`src/rtl/arith_seq_pkg.sv`:
```
// Shared definitions for the arithmetic-unit sequencer: op codes, FSM states
// and the default datapath width.
package arith_seq_pkg;

  localparam int DEFAULT_WORD_W = 30;

  localparam logic [2:0] OP_ADD = 3'd0;
  localparam logic [2:0] OP_SUB = 3'd1;
  localparam logic [2:0] OP_AND = 3'd2;
  localparam logic [2:0] OP_MUL = 3'd3;
  localparam logic [2:0] OP_SHL = 3'd4;

  typedef enum logic [2:0] {
    ST_IDLE      = 3'd0,
    ST_PREP      = 3'd1,
    ST_NEG       = 3'd2,
    ST_EXEC      = 3'd3,
    ST_MUL_EVAL  = 3'd4,
    ST_MUL_SHIFT = 3'd5,
    ST_DONE      = 3'd6
  } state_e;

  function automatic logic is_legal_op(input logic [2:0] op);
    return (op <= OP_SHL);
  endfunction

endpackage

```
`src/rtl/arith_sequencer.sv`:
```
// Multi-cycle controller for the A/B/C arithmetic datapath: one op at a time on
// a start/done handshake, driving one-hot datapath strobes from the FSM state.
module arith_sequencer
  import arith_seq_pkg::*;
#(
  parameter int WORD_W = DEFAULT_WORD_W,
  parameter int CNT_W  = 5
) (
  input  logic             clk,
  input  logic             resetn,
  input  logic             start,
  input  logic [2:0]       op_sel,
  input  logic [CNT_W-1:0] shl_count,
  input  logic             reg_b_0,
  input  logic             reg_c_30,
  output logic             busy,
  output logic             done,
  output logic             illegal,
  output logic             result_flag,
  output logic             do_clear_b,
  output logic             do_not_a,
  output logic             do_sum,
  output logic             do_and,
  output logic             do_move_c_to_a,
  output logic             do_left_shift_b,
  output logic             do_right_shift_bc
);

  localparam logic [CNT_W-1:0] CNT_ONE  = CNT_W'(1);
  localparam logic [CNT_W-1:0] CNT_MUL  = CNT_W'(WORD_W);

  state_e           state_q, state_d;
  logic [2:0]       op_q, op_d;
  logic [CNT_W-1:0] cnt_q, cnt_d;
  logic             flag_q, flag_d;

  // Next-state, latched op, iteration counter and captured flag
  always_comb begin
    state_d = state_q;
    op_d    = op_q;
    cnt_d   = cnt_q;
    flag_d  = flag_q;
    case (state_q)
      ST_IDLE: begin
        if (start) begin
          op_d = op_sel;
          case (op_sel)
            OP_ADD, OP_SUB, OP_MUL: state_d = ST_PREP;
            OP_AND:                 state_d = ST_EXEC;
            OP_SHL: begin
              cnt_d   = shl_count;
              state_d = (shl_count == '0) ? ST_DONE : ST_EXEC;
            end
            default:                state_d = ST_DONE;
          endcase
        end else begin
          state_d = ST_IDLE;
        end
      end
      ST_PREP: begin
        if (op_q == OP_SUB) begin
          state_d = ST_NEG;
        end else if (op_q == OP_MUL) begin
          cnt_d   = CNT_MUL;
          state_d = ST_MUL_EVAL;
        end else begin
          state_d = ST_EXEC;
        end
      end
      ST_NEG:       state_d = ST_EXEC;
      ST_EXEC: begin
        if (op_q == OP_SHL) begin
          cnt_d   = cnt_q - CNT_ONE;
          state_d = (cnt_q == CNT_ONE) ? ST_DONE : ST_EXEC;
        end else begin
          state_d = ST_DONE;
        end
      end
      ST_MUL_EVAL:  state_d = ST_MUL_SHIFT;
      ST_MUL_SHIFT: begin
        cnt_d   = cnt_q - CNT_ONE;
        state_d = (cnt_q == CNT_ONE) ? ST_DONE : ST_MUL_EVAL;
      end
      ST_DONE: begin
        flag_d  = reg_b_0;
        state_d = ST_IDLE;
      end
      default:      state_d = ST_IDLE;
    endcase
  end

  // State registers with synchronous active-low reset
  always_ff @(posedge clk) begin
    if (!resetn) begin
      state_q <= ST_IDLE;
      op_q    <= OP_ADD;
      cnt_q   <= '0;
      flag_q  <= 1'b0;
    end else begin
      state_q <= state_d;
      op_q    <= op_d;
      cnt_q   <= cnt_d;
      flag_q  <= flag_d;
    end
  end

  // Moore decode of the registered state; only the MUL add is gated by reg_c_30
  always_comb begin
    do_clear_b        = (state_q == ST_PREP) && (op_q == OP_MUL);
    do_move_c_to_a    = (state_q == ST_PREP) && (op_q != OP_MUL);
    do_not_a          = (state_q == ST_NEG);
    do_sum            = ((state_q == ST_EXEC) && ((op_q == OP_ADD) || (op_q == OP_SUB)))
                     || ((state_q == ST_MUL_EVAL) && reg_c_30);
    do_and            = (state_q == ST_EXEC) && (op_q == OP_AND);
    do_left_shift_b   = (state_q == ST_EXEC) && (op_q == OP_SHL);
    do_right_shift_bc = (state_q == ST_MUL_SHIFT);
    busy              = (state_q != ST_IDLE);
    done              = (state_q == ST_DONE);
    illegal           = (state_q == ST_DONE) && !is_legal_op(op_q);
    result_flag       = (state_q == ST_DONE) ? reg_b_0 : flag_q;
  end

endmodule

```
`config.mk`:
```
export PLATFORM = sky130hd
export DESIGN_NAME = arith_sequencer
export DESIGN_NICKNAME = d
export VERILOG_FILES = /design/src/rtl/arith_seq_pkg.sv /design/src/rtl/arith_sequencer.sv
export SDC_FILE = /design/constraint.sdc
export NUM_CORES = 1
export LEC_CHECK = 0
export BUFFER_PORTS_ARGS = -buffer_cell sky130_fd_sc_hd__buf_4
export CAP_MARGIN = 20
export CORE_MARGIN = 2
export CORE_UTILIZATION = 35
export DETAILED_ROUTE_END_ITERATION = 8
export GPL_TIMING_DRIVEN = 0
export SKIP_CTS_REPAIR_TIMING = 1
export SYNTH_ARGS = -nofsm -noshare
export SYNTH_HDL_FRONTEND = slang
export SYNTH_SLANG_ARGS = --single-unit
```
`constraint.sdc`:
```
create_clock -name clk -period 2.12 [get_ports clk]
set_input_delay 0.424 -clock clk [delete_from_list [all_inputs] [get_ports clk]]
set_output_delay 0.424 -clock clk [all_outputs]
set_load 0.02 [all_outputs]
```
==> flow_metrics.tcl <==
set metrics [dict create \
    status "complete, no violations" \
    holdCritPathClass "primary input to register" \
    setup_slack_ns 0.0663 \
    r2r_slack_ns 0.24 \
    period_needed_ns 2.05 \
    yosysSeqAreaShare_pct 27.4 \
    dieWidth_um 54.1 \
    routed-via-count 934 \
    hold_slack_ns 0.426 \
    drt_drc_violations_left 0 \
    synth_seq_cells 12 \
    core_area_um2 2430 \
    grt_start_max_net_pins 11 \
    cts_root_buffer "clkbuf_4" \
    clk_path_buf_depth 2 \
    final_nets 155 \
    rr_worst_depth 6 \
    crit_type "register to output pin" \
    routed_wl_um 2380 \
    clkPwrFrac_pct 10.2 \
    initial_core_util_pct 36.1 \
    p_seq_share_pct 27.5 \
    pre_cts_slack_ns 0.0266 \
    synth_top_area_share_pct 27.4 \
    syn_area_um2 877 \
    setup_tns_ns 0 \
    overflow 0 \
    dp_hpwl_um 1760 \
    cts_buffers 3 \
    dr.pass1.iters 4 \
    max-cap-violations 0 \
    finish.instance_area_um2 1130 \
    ys_types 39 \
    utilization_pct 46.4 \
    layout-drive-gt1-share_pct 28.3 \
    reg2reg_to "cnt_q[1]$_SDFFE_PN0P_" \
    grt_usage_pct 17.4 \
    dieArea_um2 2920 \
    grt_pass1_wl_um 3640 \
    switching_power_mw 0.680 \
    cts.sinks 12 \
    syn_area_per_cell_um2 7.69 \
    fp.dieH_um 54.1 \
    vias_per_cell 5.56 \
    pwr_density_cell_nw_per_um2 1330 \
    placementRows 18 \
    hold_depth 3 \
    synth_nets 129 \
    fin_skew_ns 0.000255 \
    ant_nets 0 \
    drv_slew 0 \
    cp.arrival_ns 1.63 \
    yosysTopAreaCell "dfxtp_1" \
    hold_viol 0 \
    hold_start "op_sel[2]" \
    io_pins 24 \
    swShare_pct 45.4 \
    ys.warnings.count 0 \
    syn_to_final_growth_pct 28.7 \
    cp_max_fo 8 \
    placement.io_buffers 22 \
    clk_pin_slew_worst_paths_ns 0.08 \
    worst_pin_slew_ns 0.479 \
    setup_viol 0 \
    clkLatencyLatePin_ns 0.28 \
    synth_cells 114 \
    rr_startpoint "op_q[2]$_SDFFE_PN0P_" \
    ys_top_cells_by_area "dfxtp_1 27%, a21oi_1 5.1%, nand2_1 5.1%" \
    grt_pass1_vias 822 \
    place_congestion 0.837 \
    combinationalPowerShare_pct 62.2 \
    wl_per_cell_um 14.2 \
    dr.first_iter.drc_count 27 \
    placed_cell_area_um2 1090 \
    timing.fmax_ghz 0.487 \
    critPathLaunchType "register" \
    crit_path_end_kind "output pin" \
    antenna_found_initial 0 \
    rsz0062_at_grt "no" \
    insertedDiodeCount 0 \
    ir_drop_v 0.000684 \
    h-tree-depth 1 \
    cp.required_ns 1.70 \
    p_int_mw 0.817 \
    finalCritPeriodShare_pct 96.9 \
    timing.slew.headroom_pct 67.8 \
    p_leak_nw 0.480 \
    cts_tree "yes" \
    hold_path_end "op_q[2]$_SDFFE_PN0P_" \
]
==> critical path, cell delays in order, from the launching register on <==
cell,delay [ns]
dfxtp_1,0.46
nand2_1,0.18
nor2_1,0.19
mux2_2,0.36
buf_4,0.16
==> cell usage after synthesis (all sizes together) <==
library cell,instances
a221o,1
or4,1
o311a,1
nor4b,1
a22o,1
nand2b,2
or4b,2
a2bb2oi,1
nand2,12
a311oi,1
o211a,1
mux2,1
dfxtp,12
clkbuf,7
nand3,3
and3b,3
o21ai,3
nor3b,4
nor2,9
a21bo,1
ha,2
inv,5
xor2,3
nand3b,3
mux2i,2
nand4,1
a21oi,9
a211oi,2
buf,2
o31a,1
a32oi,1
nor3,3
o22ai,5
or3b,3
and2,3
a222oi,1
a31oi,1
==> logic make-up after synthesis <==
group / Yosys count / share of synthesized area (%)
and+or+nand+nor: 50 / 32.8
AOI/OAI and AO/OA: 30 / 23.5
buffers and inverters: 14 / 6.85
DFF: 12 / 27.4
xor gates and xnor gates: 3 / 3.00
muxes: 3 / 3.57
adders and majority gates: 2 / 2.85
==> worst max path at each step <==
stage	from	end	slack, ns	cells after the start
after floorplan	state_q[0]$_SDFF_PN0_	do_and	0.23	4
after global placement	state_q[0]$_SDFF_PN0_	do_and	0.05	5
final	state_q[2]$_SDFF_PN0_	result_flag	0.07	4
after detailed placement	state_q[0]$_SDFF_PN0_	do_and	0.03	5
after global routing	state_q[2]$_SDFF_PN0_	do_clear_b	0.003	4
after CTS	state_q[0]$_SDFF_PN0_	do_and	-0.30	5
==> per-layer routing <==
metal  wire length, µm  global-route usage, %  part of all wire, %  up-vias
met1              1070                   20.5                   45      422
met3               134                   4.17                  5.6        6
met2              1130                   29.1                   48       33
met5                 0                      0                    0        -
li1                  -                      -                    -      473
met4                47                   9.17                  2.0        0
==> cell type report <==
class                      count  area (µm²)
timing repair buffer          23         173
sequential                    12         243
fill                         256        1300
tap                           30        37.5
multi-input combinational     88         588
inverter                       5        18.8
clock buffer                   3        22.5
buffer                         7        46.3
==> power by group through the flow <==
stage	clock (mW)	sequential, mW	combinational (mW)
5_1_grt	0.162	0.429	1.04
2_1_floorplan	0	0.365	0.688
3_3_place_gp	0	0.384	0.899
3_5_place_dp	0	0.388	0.904
4_1_cts	0.159	0.383	0.912
6_report	0.153	0.412	0.931
==> placed cells by master (no fill, tap or decap), types with 2 or more instances in the layout <==
| cell | Yosys | routed |
|---|---|---|
| or4b_1 | 2 | 2 |
| a21oi_1 | 9 | 9 |
| buf_4 | 0 | 23 |
| and3b_1 | 3 | 3 |
| dfxtp_2 | 0 | 2 |
| nand3_1 | 3 | 3 |
| nand2b_1 | 2 | 2 |
| nor3b_1 | 4 | 3 |
| nand2_1 | 12 | 12 |
| and2_1 | 3 | 3 |
| nor2_1 | 9 | 9 |
| nand3b_1 | 3 | 3 |
| a211oi_1 | 2 | 2 |
| dfxtp_1 | 12 | 10 |
| inv_1 | 5 | 5 |
| clkbuf_4 | 0 | 6 |
| or3b_2 | 2 | 2 |
| o21ai_0 | 3 | 3 |
| nor3_1 | 3 | 3 |
| o22ai_1 | 5 | 5 |
| xor2_1 | 3 | 3 |
| mux2i_1 | 2 | 2 |
| ha_1 | 2 | 2 |
==> flip-flops by register name, summed over array words and instances (netlist names) <==
register	flops
state_q	3
flag_q	1
cnt_q	5
op_q	3
==> per-stage QoR <==
stage                     instances  power (mW)
after floorplan                 114        1.05
after global placement          166        1.28
after detailed placement        166        1.29
after CTS                       169        1.45
after global routing            168        1.63
final                           168        1.50
Power figures use the tool's default switching activity.
